File: config.mk
export PLATFORM = sky130hd
export DESIGN_NAME = packet_injector
export DESIGN_NICKNAME = d
export VERILOG_FILES = /design/src/rtl/packet_injector.sv
export SDC_FILE = /design/constraint.sdc
export NUM_CORES = 1
export LEC_CHECK = 0
export CELL_PAD_IN_SITES_DETAIL_PLACEMENT = 2
export CELL_PAD_IN_SITES_GLOBAL_PLACEMENT = 2
export CORE_UTILIZATION = 30
export DETAILED_ROUTE_END_ITERATION = 8
export GPL_TIMING_DRIVEN = 0
export PLACE_DENSITY_LB_ADDON = 0.1
export SLEW_MARGIN = 20
export SYNTH_ARGS = -nofsm -noshare
export SYNTH_HDL_FRONTEND = slang
export SYNTH_SLANG_ARGS = --single-unit
File: constraint.sdc
create_clock -name clk -period 2.3 [get_ports clk]
set_input_delay 0.46 -clock clk [delete_from_list [all_inputs] [get_ports clk]]
set_output_delay 0.46 -clock clk [all_outputs]
set_load 0.1 [all_outputs]
File: src/rtl/packet_injector.sv
// Packet injector: turns a descriptor plus payload stream into HEAD/BODY/TAIL flits
// on a free downstream VC, honouring per-VC on/off flow control.
package packet_injector_pkg;
  localparam int unsigned VC_NUM            = 2;
  localparam int unsigned VC_W              = $clog2(VC_NUM);
  localparam int unsigned DEST_ADDR_SIZE_X  = 4;
  localparam int unsigned DEST_ADDR_SIZE_Y  = 4;
  localparam int unsigned FLIT_DATA_SIZE    = 16;
  localparam int unsigned HEAD_PAYLOAD_SIZE = FLIT_DATA_SIZE - DEST_ADDR_SIZE_X - DEST_ADDR_SIZE_Y;
  localparam int unsigned MAX_PKT_FLITS     = 8;
  localparam int unsigned LEN_W             = $clog2(MAX_PKT_FLITS + 1);

  typedef enum logic [1:0] {
    HEAD     = 2'd0,
    BODY     = 2'd1,
    TAIL     = 2'd2,
    HEADTAIL = 2'd3
  } flit_label_t;

  typedef struct packed {
    logic [DEST_ADDR_SIZE_X-1:0]  x_dest;
    logic [DEST_ADDR_SIZE_Y-1:0]  y_dest;
    logic [HEAD_PAYLOAD_SIZE-1:0] head_pl;
  } head_data_t;

  typedef union packed {
    head_data_t                head;
    logic [FLIT_DATA_SIZE-1:0] bt_pl;
  } flit_data_t;

  typedef struct packed {
    flit_label_t     flit_label;
    logic [VC_W-1:0] vc_id;
    flit_data_t      data;
  } flit_t;
endpackage

module packet_injector
  import packet_injector_pkg::*;
(
  input  logic                         clk,
  input  logic                         rst,
  input  logic                         pkt_valid_i,
  output logic                         pkt_ready_o,
  input  logic [DEST_ADDR_SIZE_X-1:0]  pkt_x_dest_i,
  input  logic [DEST_ADDR_SIZE_Y-1:0]  pkt_y_dest_i,
  input  logic [HEAD_PAYLOAD_SIZE-1:0] pkt_head_pl_i,
  input  logic [LEN_W-1:0]             pkt_len_i,
  input  logic                         pl_valid_i,
  output logic                         pl_ready_o,
  input  logic [FLIT_DATA_SIZE-1:0]    pl_data_i,
  output flit_t                        data_o,
  output logic                         is_valid_o,
  input  logic [VC_NUM-1:0]            is_on_off_i,
  input  logic [VC_NUM-1:0]            is_allocatable_i,
  output logic                         pkt_done_o
);

  typedef enum logic [1:0] {
    IDLE  = 2'd0,
    ALLOC = 2'd1,
    SEND  = 2'd2
  } state_t;

  state_t                       r_state,     w_state_nxt;
  logic [DEST_ADDR_SIZE_X-1:0]  r_x,         w_x_nxt;
  logic [DEST_ADDR_SIZE_Y-1:0]  r_y,         w_y_nxt;
  logic [HEAD_PAYLOAD_SIZE-1:0] r_hpl,       w_hpl_nxt;
  logic [LEN_W-1:0]             r_len,       w_len_nxt;
  logic [LEN_W-1:0]             r_rem,       w_rem_nxt;
  logic [VC_W-1:0]              r_vc,        w_vc_nxt;
  flit_t                        r_data,      w_data_nxt;
  logic                         r_valid,     w_valid_nxt;
  logic                         r_done,      w_done_nxt;
  logic                         r_pkt_ready;
  logic                         w_pl_ready;
  logic [VC_NUM-1:0]            w_elig;
  logic [VC_W-1:0]              w_sel;

  // Lowest-index VC that is both allocatable and on
  always_comb begin
    w_elig = is_allocatable_i & is_on_off_i;
    w_sel  = '0;
    for (int v = int'(VC_NUM) - 1; v >= 0; v--) begin
      if (w_elig[v]) w_sel = VC_W'(v);
    end
  end

  always_comb begin
    w_state_nxt = r_state;
    w_x_nxt     = r_x;
    w_y_nxt     = r_y;
    w_hpl_nxt   = r_hpl;
    w_len_nxt   = r_len;
    w_rem_nxt   = r_rem;
    w_vc_nxt    = r_vc;
    w_data_nxt  = r_data;
    w_valid_nxt = 1'b0;
    w_done_nxt  = 1'b0;
    w_pl_ready  = 1'b0;
    case (r_state)
      IDLE: begin
        if (pkt_valid_i && r_pkt_ready) begin
          w_x_nxt   = pkt_x_dest_i;
          w_y_nxt   = pkt_y_dest_i;
          w_hpl_nxt = pkt_head_pl_i;
          if (pkt_len_i == '0)
            w_len_nxt = LEN_W'(1);
          else if (pkt_len_i > LEN_W'(MAX_PKT_FLITS))
            w_len_nxt = LEN_W'(MAX_PKT_FLITS);
          else
            w_len_nxt = pkt_len_i;
          w_state_nxt = ALLOC;
        end
      end
      ALLOC: begin
        if (|w_elig) begin
          w_vc_nxt                    = w_sel;
          w_data_nxt.vc_id            = w_sel;
          w_data_nxt.data.head.x_dest  = r_x;
          w_data_nxt.data.head.y_dest  = r_y;
          w_data_nxt.data.head.head_pl = r_hpl;
          w_valid_nxt                 = 1'b1;
          if (r_len == LEN_W'(1)) begin
            w_data_nxt.flit_label = HEADTAIL;
            w_done_nxt            = 1'b1;
            w_state_nxt           = IDLE;
          end else begin
            w_data_nxt.flit_label = HEAD;
            w_rem_nxt             = r_len - LEN_W'(1);
            w_state_nxt           = SEND;
          end
        end
      end
      SEND: begin
        w_pl_ready = is_on_off_i[r_vc];
        if (pl_valid_i && w_pl_ready) begin
          w_data_nxt.vc_id      = r_vc;
          w_data_nxt.data.bt_pl = pl_data_i;
          w_valid_nxt           = 1'b1;
          w_rem_nxt             = r_rem - LEN_W'(1);
          if (r_rem == LEN_W'(1)) begin
            w_data_nxt.flit_label = TAIL;
            w_done_nxt            = 1'b1;
            w_state_nxt           = IDLE;
          end else begin
            w_data_nxt.flit_label = BODY;
          end
        end
      end
      default: w_state_nxt = IDLE;
    endcase
  end

  always_ff @(posedge clk or negedge rst) begin
    if (!rst) begin
      r_state     <= IDLE;
      r_x         <= '0;
      r_y         <= '0;
      r_hpl       <= '0;
      r_len       <= '0;
      r_rem       <= '0;
      r_vc        <= '0;
      r_data      <= '0;
      r_valid     <= 1'b0;
      r_done      <= 1'b0;
      r_pkt_ready <= 1'b0;
    end else begin
      r_state     <= w_state_nxt;
      r_x         <= w_x_nxt;
      r_y         <= w_y_nxt;
      r_hpl       <= w_hpl_nxt;
      r_len       <= w_len_nxt;
      r_rem       <= w_rem_nxt;
      r_vc        <= w_vc_nxt;
      r_data      <= w_data_nxt;
      r_valid     <= w_valid_nxt;
      r_done      <= w_done_nxt;
      r_pkt_ready <= (w_state_nxt == IDLE);
    end
  end

  assign pkt_ready_o = r_pkt_ready;
  assign pl_ready_o  = w_pl_ready;
  assign data_o      = r_data;
  assign is_valid_o  = r_valid;
  assign pkt_done_o  = r_done;

endmodule

== Word-level counts from Yosys, hierarchy flattened ==
Cells that the tools add are included.
Word-level totals
  register bits after elaboration: 49
  bits of input ports: 44
  output and inout bits: 23
  word-level logic and storage cells: 66
Operators by class
  $add $sub $neg: 2
  magnitude comparators: 2
  equal/unequal tests: 7
  multiplexer cells: 30
  bitwise logic cells: 1
  reductions and logical operators: 11
Operators by type and width (number)
  2-to-1 mux 19 bit: 2
  case mux 19 bit (2 select lines): 1
  2-to-1 mux 4 bit: 5
  2-to-1 mux 2 bit: 7
  2-to-1 mux 1 bit: 11
  equality test 4 x 1 -> 1 bit (second input constant): 2
  case mux 4 bit (2 select lines): 1
  subtractor 4 x 1 -> 4 bit (second input constant): 2
  != test 2 bit (second input constant): 3
  case mux 2 bit (3 select lines): 1
  greater-than comparator 4 bit (second input constant): 1
  zero test 2 bit: 2
  zero test 4 bit: 1
  case mux 1 bit (2 select lines): 2
  AND reduction 2 bit: 2
  AND reduction 4 bit: 1
  AND reduction 3 bit: 1
  bitwise AND 2 bit: 1
  equality test 2 x 1 -> 1 bit (second input constant): 1
  equality test 2 bit (second input constant): 1
  logical AND 1 bit: 2
  < comparator 1 x 2 -> 1 bit (second input constant): 1
  nonzero test 2 bit: 1
  OR reduction 2 bit: 1

== Longest topological paths before layout ==
Gate-level depths: netlist of the first run.
  word-level depth: 6
  gate-level depth with buffers: 8
  depth with buffers taken out: 6

== Least setup slack after synthesis of the first run ==
Ideal clock, no wire load.
  path kind: reg-to-output
  from: reg r_state[0]
  to: out pl_ready_o
  arrival time: 1868 ps
  data required time: 1840 ps
  setup slack: -28 ps
  cell stages (with the launch flop): 6
  path through: dfrtp_1 > inv_1 > ha_1 > buf_4 > buf_2 > and2_1
Between the ends
  longest elaborated chain between the ends: 2
Ends and longest elaborated chain
  from (decl): RTL line 65  | state_t r_state, w_state_nxt;
  from (signal assigned): RTL line 169  | r_state <= w_state_nxt;
  equality test 2 bit: RTL line 101  | case (r_state)
  2-to-1 mux 1 bit: RTL line 101
  to (decl): RTL line 50  | output logic pl_ready_o,
No other way between the ends.

== Worst setup path after layout of the first run ==
  from: reg r_data, in the netlist data_o[14]
  to: out data_o[14] in the netlist's numbering
RTL lines
  from (decl): RTL line 72  | flit_t r_data, w_data_nxt;
  from (signal assigned): RTL line 176  | r_data <= w_data_nxt;
  to (decl): RTL line 52  | output flit_t data_o,
No word-level cell between the ends.

==> results of run 1 <==
kinds of logic after synthesis:
kind of cell               after synthesis  share of synthesized area (%)
muxes                                   38                          16.85
DFF                                     49                          50.33
AOI/OAI and AO/OA                       62                          15.92
adders and majority gates                8                          4.109
xor gates and xnor gates                 2                         0.7192
and+or+nand+nor                         39                          8.732
buffers and inverters                   18                          3.338
metrics by stage:
step           utilization [%]  cells  instance area [um2]  hold slack, ns  power, mW
6_report                 42.85    391                 3346          0.1740      5.257
4_1_cts                  42.28    391                 3301          0.2174      5.354
3_3_place_gp             41.31    384                 3226          0.4887      4.751
5_1_grt                  42.85    391                 3346          0.2325      5.618
2_1_floorplan                -    216                 2437          0.1644      3.944
3_5_place_dp             41.28    384                 3223          0.4961      4.837
worst paths after layout:
check	start	end	slack, ns	cells past startpoint
worst max register to register	r_state[1]$_DFF_PN0_	data_o[16]$_DFFE_PN0P_	0.27	7
min in group clk	data_o[16]$_DFFE_PN0P_	data_o[16]$_DFFE_PN0P_	0.51	1
worst min register to register	data_o[16]$_DFFE_PN0P_	data_o[16]$_DFFE_PN0P_	0.51	1
worst min-delay path	rst	r_rem[3]$_DFFE_PN0P_	0.17	1
worst max-delay path	data_o[14]$_DFFE_PN0P_	data_o[14]	0.04	1
max in group asynchronous	rst	r_y[3]$_DFFE_PN0P_	1.69	1
sequential cells by signal (all words and copies together) (netlist names), 2 cells and up:
| register | cells |
|---|---|
| r_x | 4 |
| r_len | 4 |
| r_hpl | 8 |
| data_o | 19 |
| r_state | 2 |
| r_rem | 4 |
| r_y | 4 |
cell usage in the layout, fill, tap and decap left out, drive strengths merged, types with 2 or more instances in the layout:
| cell | n |
|---|---|
| nor3b | 2 |
| nand3 | 7 |
| a22o | 2 |
| inv | 8 |
| mux2i | 17 |
| clkbuf | 10 |
| clkdlybuf4s50 | 48 |
| nor2 | 3 |
| nand2b | 3 |
| a31oi | 4 |
| dlymetal6s2s | 14 |
| buf | 8 |
| ha | 8 |
| nor3 | 3 |
| o21ai | 37 |
| xor2 | 2 |
| a21oi | 5 |
| dfrtp | 49 |
| and2 | 4 |
| nand2 | 12 |
| dlygate4sd2 | 2 |
| o31ai | 2 |
| mux2 | 21 |
| a31o | 2 |
| a21boi | 2 |
power by group:
group / internal [mW] / switching, mW / leakage [nW]
sequential: 1.28 / 0.257 / 0.599
combinational: 1.05 / 2.16 / 0.889
clock: 0.216 / 0.298 / 0.0385
what timing repair did:
action | 4_1_cts | 5_1_grt
endpoints found under the hold margin | 0 | 0
hold buffers | 0 | 0
resized for setup | 9 | 17
endpoints found under the setup margin | 3 | 15
final cells by class:
| type | instances | share of cell area, % |
|---|---|---|
| clock buffer | 7 | 2.281 |
| multi-input combinational | 149 | 33.84 |
| buffer | 9 | 1.608 |
| sequential | 49 | 36.65 |
| inverter | 8 | 0.8975 |
| timing repair buffer | 66 | 20.68 |
| clock inverter | 1 | 0.2244 |
| tap | 102 | 3.814 |
cell usage after synthesis (2+ instances only):
master / count
buf_2: 4
ha_1: 8
nand2_1: 11
nand3_1: 7
a31oi_1: 3
nor3b_1: 2
mux2_2: 20
buf_4: 2
clkbuf_1: 2
inv_1: 8
o31ai_1: 2
mux2i_1: 17
nor2_1: 3
a21boi_0: 2
xor2_1: 2
nor3_1: 3
a21oi_1: 5
and2_1: 3
a22o_1: 2
o21ai_0: 36
dfrtp_1: 49
nand2b_1: 3
metal layers:
layer  GRT usage, %  part of all wire (%)
met1          21.47                    45
met2          29.48                    50
met3          3.234                   3.6
met4          3.906                  0.99
met5              0                     0
==> impl_metrics.env, run 1 <==
export IMPL_critPathCaptureType="output pin"
export IMPL_leakage_nw=1.527
export IMPL_synth_net_count=268
export IMPL_place_gp_congestion=0.7124
export IMPL_clk_latency_ns=0.30
export IMPL_drv_cap=0
export IMPL_drive_gt1_share_pct=15.22
export IMPL_synth_cell_type_count=44
export IMPL_ios=67
export IMPL_cts_setup_buffers=0
export IMPL_finalCriticalPeriod_ns=2.256
export IMPL_dp_hpwl_mm=4.976
export IMPL_finalHoldViolCount=0
export IMPL_status="finished, final reports clean"
export IMPL_fin_nets=340
export IMPL_finalSetupTns_ns=0
export IMPL_ys_seq_area_share_pct=50.33
export IMPL_synth_edf_count=0
export IMPL_grt_pass1_vias=2184
export IMPL_die_w_um=92.11
export IMPL_synth_avg_cell_area_um2=11.28
export IMPL_fin_crit_sh_pct=98.07
export IMPL_synthesis_area_mm2=0.002436
export IMPL_worst_pin_slew_ns=1.004
export IMPL_wl_mm=6.550
export IMPL_grt_overflow_total=0
export IMPL_n_fill_cell=847
export IMPL_coreArea_mm2=0.007807
export IMPL_start_util_pct=31.20
export IMPL_syn_inst=216
export IMPL_clk_pin_slew_ns=0.09
export IMPL_pre_cts_slack_ns=-0.7602
export IMPL_worst_slack_ns=0.04434
export IMPL_drt_drc_violations_left=0
export IMPL_drtAntennaViolNets=0
export IMPL_critPathArrivalTime_ns=1.80
export IMPL_cp_buffers_inverters=1
export IMPL_std_cell_rows=32
export IMPL_synth_async_reset_ratio_pct=100.0
export IMPL_maxSlewHeadroom_pct=32.97
export IMPL_grt_max_degree=50
export IMPL_seq_area_mm2=0.001226
export IMPL_critPathMaxStageDelay_ns=1.15
export IMPL_critPathLaunchType="register"
export IMPL_min_path_type="primary input to async pin"
export IMPL_cts_root_buf="clkbuf_8"
export IMPL_vias_per_cell=4.954
export IMPL_area_growth_pct=37.34
export IMPL_critical_path_top_delay_family="buffers and inverters"
export IMPL_vias=1937
export IMPL_antennaDiodeCount=0
export IMPL_routedWlPerCell_um=16.75
export IMPL_ys_flop_type="dfrtp_1"
export IMPL_cp_data_required_time_ns=1.84
export IMPL_clock_skew_ns=0.006979
export IMPL_yosysWarnings=0
export IMPL_h_tree_depth=2
export IMPL_yosys_register_bits=49
export IMPL_multi_input_area_mm2=0.001132
export IMPL_fmax_mhz=443.3
export IMPL_maxSlewViolCount=0
export IMPL_dieHeight_um=92.11
export IMPL_yosys_area_top_type="dfrtp_1"
export IMPL_drtIter0Drc=54
export IMPL_grt_antenna_before_repair=0
export IMPL_setup_viol=0
export IMPL_rsz0062_at_grt="false"
export IMPL_dr_pass1_iters=2
export IMPL_path_cells="clkdlybuf4s50_1"
export IMPL_netlist_top_cells_area="dfrtp_1, mux2_2, o21ai_0"
export IMPL_die_area_mm2=0.008484
export IMPL_yosysTopAreaCellShare_pct=50.33
export IMPL_ir_drop_mv=0.8896
export IMPL_clockBufferDepth=2
export IMPL_grt_use_total_pct=16.88
export IMPL_numCtsBuffers=5
export IMPL_cpMaxStageDelayCell="clkdlybuf4s50_1"
export IMPL_clkSinkCount=49
export IMPL_cellPowerDensity_mw_per_mm2=1571
export IMPL_cts_tree="built"
export IMPL_grt_pass1_wl_mm=11.13
export IMPL_numPortBuffers=66
export IMPL_critPathKind="register to output pin"
export IMPL_crit_fanout=2
Power figures use the tool's default switching activity.
==> inputs of run 2 (changes only) <==
--- a/config.mk
+++ b/config.mk
@@ -9,9 +9,9 @@
 export CELL_PAD_IN_SITES_GLOBAL_PLACEMENT = 2
 export CORE_UTILIZATION = 30
 export DETAILED_ROUTE_END_ITERATION = 8
+export GPL_ROUTABILITY_DRIVEN = 0
 export GPL_TIMING_DRIVEN = 0
 export PLACE_DENSITY_LB_ADDON = 0.1
-export SLEW_MARGIN = 20
 export SYNTH_ARGS = -nofsm -noshare
 export SYNTH_HDL_FRONTEND = slang
 export SYNTH_SLANG_ARGS = --single-unit
==> run 2 against run 1 <==
Net effect:
- sequential power about the same
- largest power group unchanged
- largest cell class unchanged
- register-to-register slack about the same
- critical path depth unchanged
- clock skew decreased by 0.0010 ns
- power increased by 0.69%
==> impl_metrics.env, run 2 (same netlist as run 1, synthesis figures left out) <==
export IMPL_coreArea_mm2=0.007807
export IMPL_postCtsHoldBufs=0
export IMPL_status="finished, final reports clean"
export IMPL_grt_pass1_wl_mm=11.27
export IMPL_startpoint="data_o[3]$_DFFE_PN0P_"
export IMPL_routedWlPerCell_um=16.93
export IMPL_fin_nets=341
export IMPL_critPathArrivalTime_ns=1.79
export IMPL_clkSinkCount=49
export IMPL_start_util_pct=31.20
export IMPL_die_area_mm2=0.008484
export IMPL_antennaDiodeCount=0
export IMPL_drtAntennaViolNets=0
export IMPL_r2r_setup_slack_ns=0.28
export IMPL_dr_pass1_iters=4
export IMPL_grt_pass1_vias=2185
export IMPL_std_cell_rows=32
export IMPL_critPathLaunchType="register"
export IMPL_worst_slack_ns=0.05051
export IMPL_cts_root_buf="clkbuf_8"
export IMPL_min_path_type="primary input to async pin"
export IMPL_maxSlewHeadroom_pct=33.09
export IMPL_path_cells="clkdlybuf4s50_1"
export IMPL_postLayoutCoreUtil_pct=43.16
export IMPL_fmax_mhz=444.5
export IMPL_grt_max_degree=37
export IMPL_finalHoldViolCount=0
export IMPL_worst_pin_slew_ns=1.008
export IMPL_crit_fanout=2
export IMPL_numPortBuffers=66
export IMPL_p_sw_share_pct=51.68
export IMPL_seqPwrFrac_pct=29.0
export IMPL_clockBufferDepth=2
export IMPL_share_comb_of_total_power_pct=60.5
export IMPL_clk_latency_ns=0.30
export IMPL_grt_use_total_pct=17.14
export IMPL_r2r_end="data_o[11]$_DFFE_PN0P_"
export IMPL_p_total_mw=5.293
export IMPL_vias_per_cell=4.992
export IMPL_cellPowerDensity_mw_per_mm2=1571
export IMPL_leakage_nw=1.547
export IMPL_area_growth_pct=38.32
export IMPL_grt_antenna_before_repair=0
export IMPL_cts_tree="built"
export IMPL_wl_mm=6.635
export IMPL_cpMaxStageDelayCell="clkdlybuf4s50_1"
export IMPL_final_common_cell="dfrtp_1"
export IMPL_cp_data_required_time_ns=1.84
export IMPL_dp_hpwl_mm=5.046
export IMPL_fin_area_mm2=0.003369
export IMPL_h_tree_depth=2
export IMPL_maxSlewViolCount=0
export IMPL_fin_crit_sh_pct=97.80
export IMPL_critPathCaptureType="output pin"
export IMPL_numCtsBuffers=5
export IMPL_grt_overflow_total=0
export IMPL_mostFrequentLayoutCells="dfrtp_1, clkdlybuf4s50_1, o21ai_0"
export IMPL_pwr_share_clk_pct=10.4
export IMPL_cts_setup_buffers=0
export IMPL_rsz0062_at_grt="false"
export IMPL_critPathKind="register to output pin"
export IMPL_die_w_um=92.11
export IMPL_vias=1957
export IMPL_clk_pin_slew_ns=0.10
export IMPL_critical_path_top_delay_family="buffers and inverters"
export IMPL_placed_area_mm2=0.003241
export IMPL_power_switching_mw=2.736
export IMPL_drv_cap=0
export IMPL_r2r_start="r_state[1]$_DFF_PN0_"
export IMPL_ir_drop_mv=0.8511
export IMPL_pre_cts_slack_ns=-0.7700
export IMPL_critPathMaxStageDelay_ns=1.13
export IMPL_drtIter0Drc=48
export IMPL_ios=67
export IMPL_drive_gt1_share_pct=16.21
export IMPL_p_int_mw=2.557
export IMPL_drt_drc_violations_left=0
export IMPL_rr_worst_depth=8
export IMPL_setup_viol=0
export IMPL_cp_buffers_inverters=1
export IMPL_dieHeight_um=92.11
export IMPL_clock_skew_ns=0.005968
export IMPL_finalCriticalPeriod_ns=2.249
export IMPL_largest_reg_flops=19
run 2: layout make-up:
cell class	instances	area, um2
sequential	49	1226
tap	102	127.6
multi-input combinational	149	1132
inverter	8	30.03
buffer	9	53.80
clock inverter	2	13.76
clock buffer	6	82.58
timing repair buffer	67	703.2
fill	857	4438
run 2: how the worst max path moves through the flow:
stage / endpoint / slack, ns / depth (start not counted)
after floorplan: pl_ready_o / 0.26 / 5
after global placement: r_y[0]$_DFFE_PN0P_ / -0.88 / 1
after detailed placement: pl_ready_o / -0.77 / 6
after CTS: data_o[1] / 0.0003 / 1
after global routing: data_o[3] / 0.009 / 1
final: data_o[3] / 0.05 / 1
run 2: power by group through the flow:
stage / Clock (mW) / Combinational (mW) / Sequential [mW]
floorplan: 0 / 1.29 / 2.66
global placement: 0 / 3.21 / 1.54
detailed placement: 0 / 3.28 / 1.56
CTS: 0.579 / 3.26 / 1.55
global route: 0.607 / 3.45 / 1.59
finish: 0.553 / 3.20 / 1.54
run 2: stage by stage:
stage	setup TNS [ns]	hold slack (ns)	instances
finish	0	0.04632	392
global route	0	0.06722	392
CTS	0	0.05675	392
detailed placement	-0.7700	0.3927	385
global placement	-43.77	0.4887	384
floorplan	0	0.1644	216
run 2: what timing repair did:
action                                  CTS  global route
gates resized for setup                  12            16
endpoints found under the setup margin    6            14
cloned                                    0             0
run 2: per-layer routing:
| layer | wire (um) | global-route usage (%) | share of wire [%] |
|---|---|---|---|
| met5 | 0 | 0 | 0 |
| met4 | 64 | 4.557 | 0.96 |
| met3 | 259 | 3.731 | 3.9 |
| met2 | 3323 | 29.98 | 50 |
| met1 | 2988 | 21.24 | 45 |
==> inputs of run 3 (changes only) <==
--- a/config.mk
+++ b/config.mk
@@ -8,10 +8,12 @@
 export CELL_PAD_IN_SITES_DETAIL_PLACEMENT = 2
 export CELL_PAD_IN_SITES_GLOBAL_PLACEMENT = 2
 export CORE_UTILIZATION = 30
+export CTS_CLUSTER_SIZE = 20
 export DETAILED_ROUTE_END_ITERATION = 8
 export GPL_ROUTABILITY_DRIVEN = 0
 export GPL_TIMING_DRIVEN = 0
 export PLACE_DENSITY_LB_ADDON = 0.1
+export RECOVER_POWER = 25
 export SYNTH_ARGS = -nofsm -noshare
 export SYNTH_HDL_FRONTEND = slang
 export SYNTH_SLANG_ARGS = --single-unit
==> run 3 against run 2 <==
Net effect:
- cell count unchanged
- power about the same
- highest routed layer unchanged
- worst hold slack improved by 0.14 ns
- critical path type unchanged
- global-route usage unchanged
==> impl_metrics.env, run 3 (same netlist as run 1, synthesis figures left out) <==
export IMPL_leakage_nw=1.539
export IMPL_postCtsHoldBufs=0
export IMPL_vias=1956
export IMPL_wl_mm=6.634
export IMPL_clock_skew_ns=0.005974
export IMPL_fin_crit_sh_pct=97.80
export IMPL_clockBufferDepth=2
export IMPL_cts_tree="built"
export IMPL_worst_pin_slew_ns=1.008
export IMPL_maxSlewViolCount=0
export IMPL_fin_nets=341
export IMPL_drtIter0Drc=48
export IMPL_finalHoldViolCount=0
export IMPL_antennaDiodeCount=0
export IMPL_seqPwrFrac_pct=29.0
export IMPL_clkSinkCount=49
export IMPL_largest_reg_flops=19
export IMPL_critPathKind="register to output pin"
export IMPL_mostFrequentLayoutCells="dfrtp_1, clkdlybuf4s50_1, o21ai_0"
export IMPL_cellPowerDensity_mw_per_mm2=1577
export IMPL_dp_hpwl_mm=5.046
export IMPL_dr_pass1_iters=4
export IMPL_die_area_mm2=0.008484
export IMPL_drt_drc_violations_left=0
export IMPL_vias_per_cell=4.990
export IMPL_p_sw_share_pct=51.71
export IMPL_dieHeight_um=92.11
export IMPL_drv_cap=0
export IMPL_grt_pass1_wl_mm=11.27
export IMPL_start_util_pct=31.20
export IMPL_grt_overflow_total=0
export IMPL_numCtsBuffers=5
export IMPL_ios=67
export IMPL_critical_path_top_delay_family="buffers and inverters"
export IMPL_h_tree_depth=2
export IMPL_setup_viol=0
export IMPL_finalCriticalPeriod_ns=2.249
export IMPL_drive_gt1_share_pct=15.86
export IMPL_cp_buffers_inverters=1
export IMPL_cp_data_required_time_ns=1.84
export IMPL_n_fill_cell=859
export IMPL_grt_antenna_before_repair=0
export IMPL_min_path_type="primary input to async pin"
export IMPL_grt_use_total_pct=17.14
export IMPL_clk_pin_slew_ns=0.10
export IMPL_grt_max_degree=37
export IMPL_ir_drop_mv=0.8511
export IMPL_postLayoutCoreUtil_pct=42.95
export IMPL_critPathLaunchType="register"
export IMPL_cts_root_buf="clkbuf_8"
export IMPL_status="finished, final reports clean"
export IMPL_cpMaxStageDelayCell="clkdlybuf4s50_1"
export IMPL_std_cell_rows=32
export IMPL_power_switching_mw=2.735
export IMPL_fmax_mhz=444.5
export IMPL_share_comb_of_total_power_pct=60.5
export IMPL_p_int_mw=2.554
export IMPL_crit_fanout=2
export IMPL_drtAntennaViolNets=0
export IMPL_critPathMaxStageDelay_ns=1.13
export IMPL_critPathArrivalTime_ns=1.79
export IMPL_cts_setup_buffers=0
export IMPL_numPortBuffers=66
export IMPL_area_growth_pct=37.65
export IMPL_clk_latency_ns=0.30
export IMPL_grt_pass1_vias=2185
export IMPL_rsz0062_at_grt="false"
export IMPL_final_common_cell="dfrtp_1"
export IMPL_maxSlewHeadroom_pct=33.09
export IMPL_routedWlPerCell_um=16.92
export IMPL_path_cells="clkdlybuf4s50_1"
export IMPL_pwr_share_clk_pct=10.5
export IMPL_die_w_um=92.11
export IMPL_critPathCaptureType="output pin"
export IMPL_coreArea_mm2=0.007807
export IMPL_finalSetupTns_ns=0
[run 3: cell count changes in the layout (fill, tap and decap cells not counted), sizes merged]
cell / before / now
clkbuf: 9 / 11
buf: 9 / 7
[run 3: layout make-up]
| class | count | area (um2) | area share (%) |
|---|---|---|---|
| buffer | 9 | 53.80 | 1.604 |
| clock buffer | 6 | 82.58 | 2.463 |
| clock inverter | 2 | 13.76 | 0.4104 |
| inverter | 8 | 30.03 | 0.8955 |
| multi-input combinational | 149 | 1132 | 33.77 |
| sequential | 49 | 1226 | 36.57 |
| tap | 102 | 127.6 | 3.806 |
| timing repair buffer | 67 | 686.9 | 20.49 |
[run 3: layer usage]
metal  part of all wire, %  global-route usage, %  vias to the layer above  wire length, um
met3                   3.9                  3.731                        4              258
met1                    45                  21.24                      987             2988
li1                      -                      -                      921                -
met4                  0.96                  4.557                        0               64
met5                     0                      0                        -                0
met2                    50                  29.98                       44             3323
[run 3: path summary, 6_finish.rpt]
| kind | from | endpoint | slack (ns) | cells after the start |
|---|---|---|---|---|
| worst min register to register | r_hpl[4]$_DFFE_PN0P_ | r_hpl[4]$_DFFE_PN0P_ | 0.51 | 1 |
| min in group clk | r_hpl[4]$_DFFE_PN0P_ | r_hpl[4]$_DFFE_PN0P_ | 0.51 | 1 |
| max in group asynchronous | rst | data_o[14]$_DFFE_PN0P_ | 0.72 | 2 |
| worst min-delay path | rst | data_o[16]$_DFFE_PN0P_ | 0.19 | 1 |
| worst max register to register | r_state[1]$_DFF_PN0_ | data_o[11]$_DFFE_PN0P_ | 0.28 | 8 |
| worst max-delay path | data_o[3]$_DFFE_PN0P_ | data_o[3] | 0.05 | 1 |
[run 3: per-stage QoR]
| stage | hold slack [ns] | worst slack, ns | cell area [um2] | total power, mW | cells |
|---|---|---|---|---|---|
| 2_1_floorplan | 0.1644 | 0.2551 | 2437 | 3.944 | 216 |
| 3_3_place_gp | 0.4887 | -0.8819 | 3226 | 4.751 | 384 |
| 3_5_place_dp | 0.3927 | -0.7700 | 3241 | 4.843 | 385 |
| 4_1_cts | 0.05675 | 0.0003351 | 3327 | 5.386 | 392 |
| 5_1_grt | 0.2665 | 0.008796 | 3353 | 5.647 | 392 |
| 6_report | 0.1890 | 0.05051 | 3353 | 5.289 | 392 |
[run 3: power groups by stage]
stage / clock (mW) / combinational [mW] / sequential (mW)
3_5_place_dp: 0 / 3.28 / 1.56
3_3_place_gp: 0 / 3.21 / 1.54
4_1_cts: 0.579 / 3.26 / 1.55
2_1_floorplan: 0 / 1.29 / 2.66
6_report: 0.553 / 3.20 / 1.54
5_1_grt: 0.607 / 3.45 / 1.59
[run 3: timing repair]
action	CTS	global route
resized for setup	12	16
endpoints found under the setup margin	6	14
pin swaps	0	0
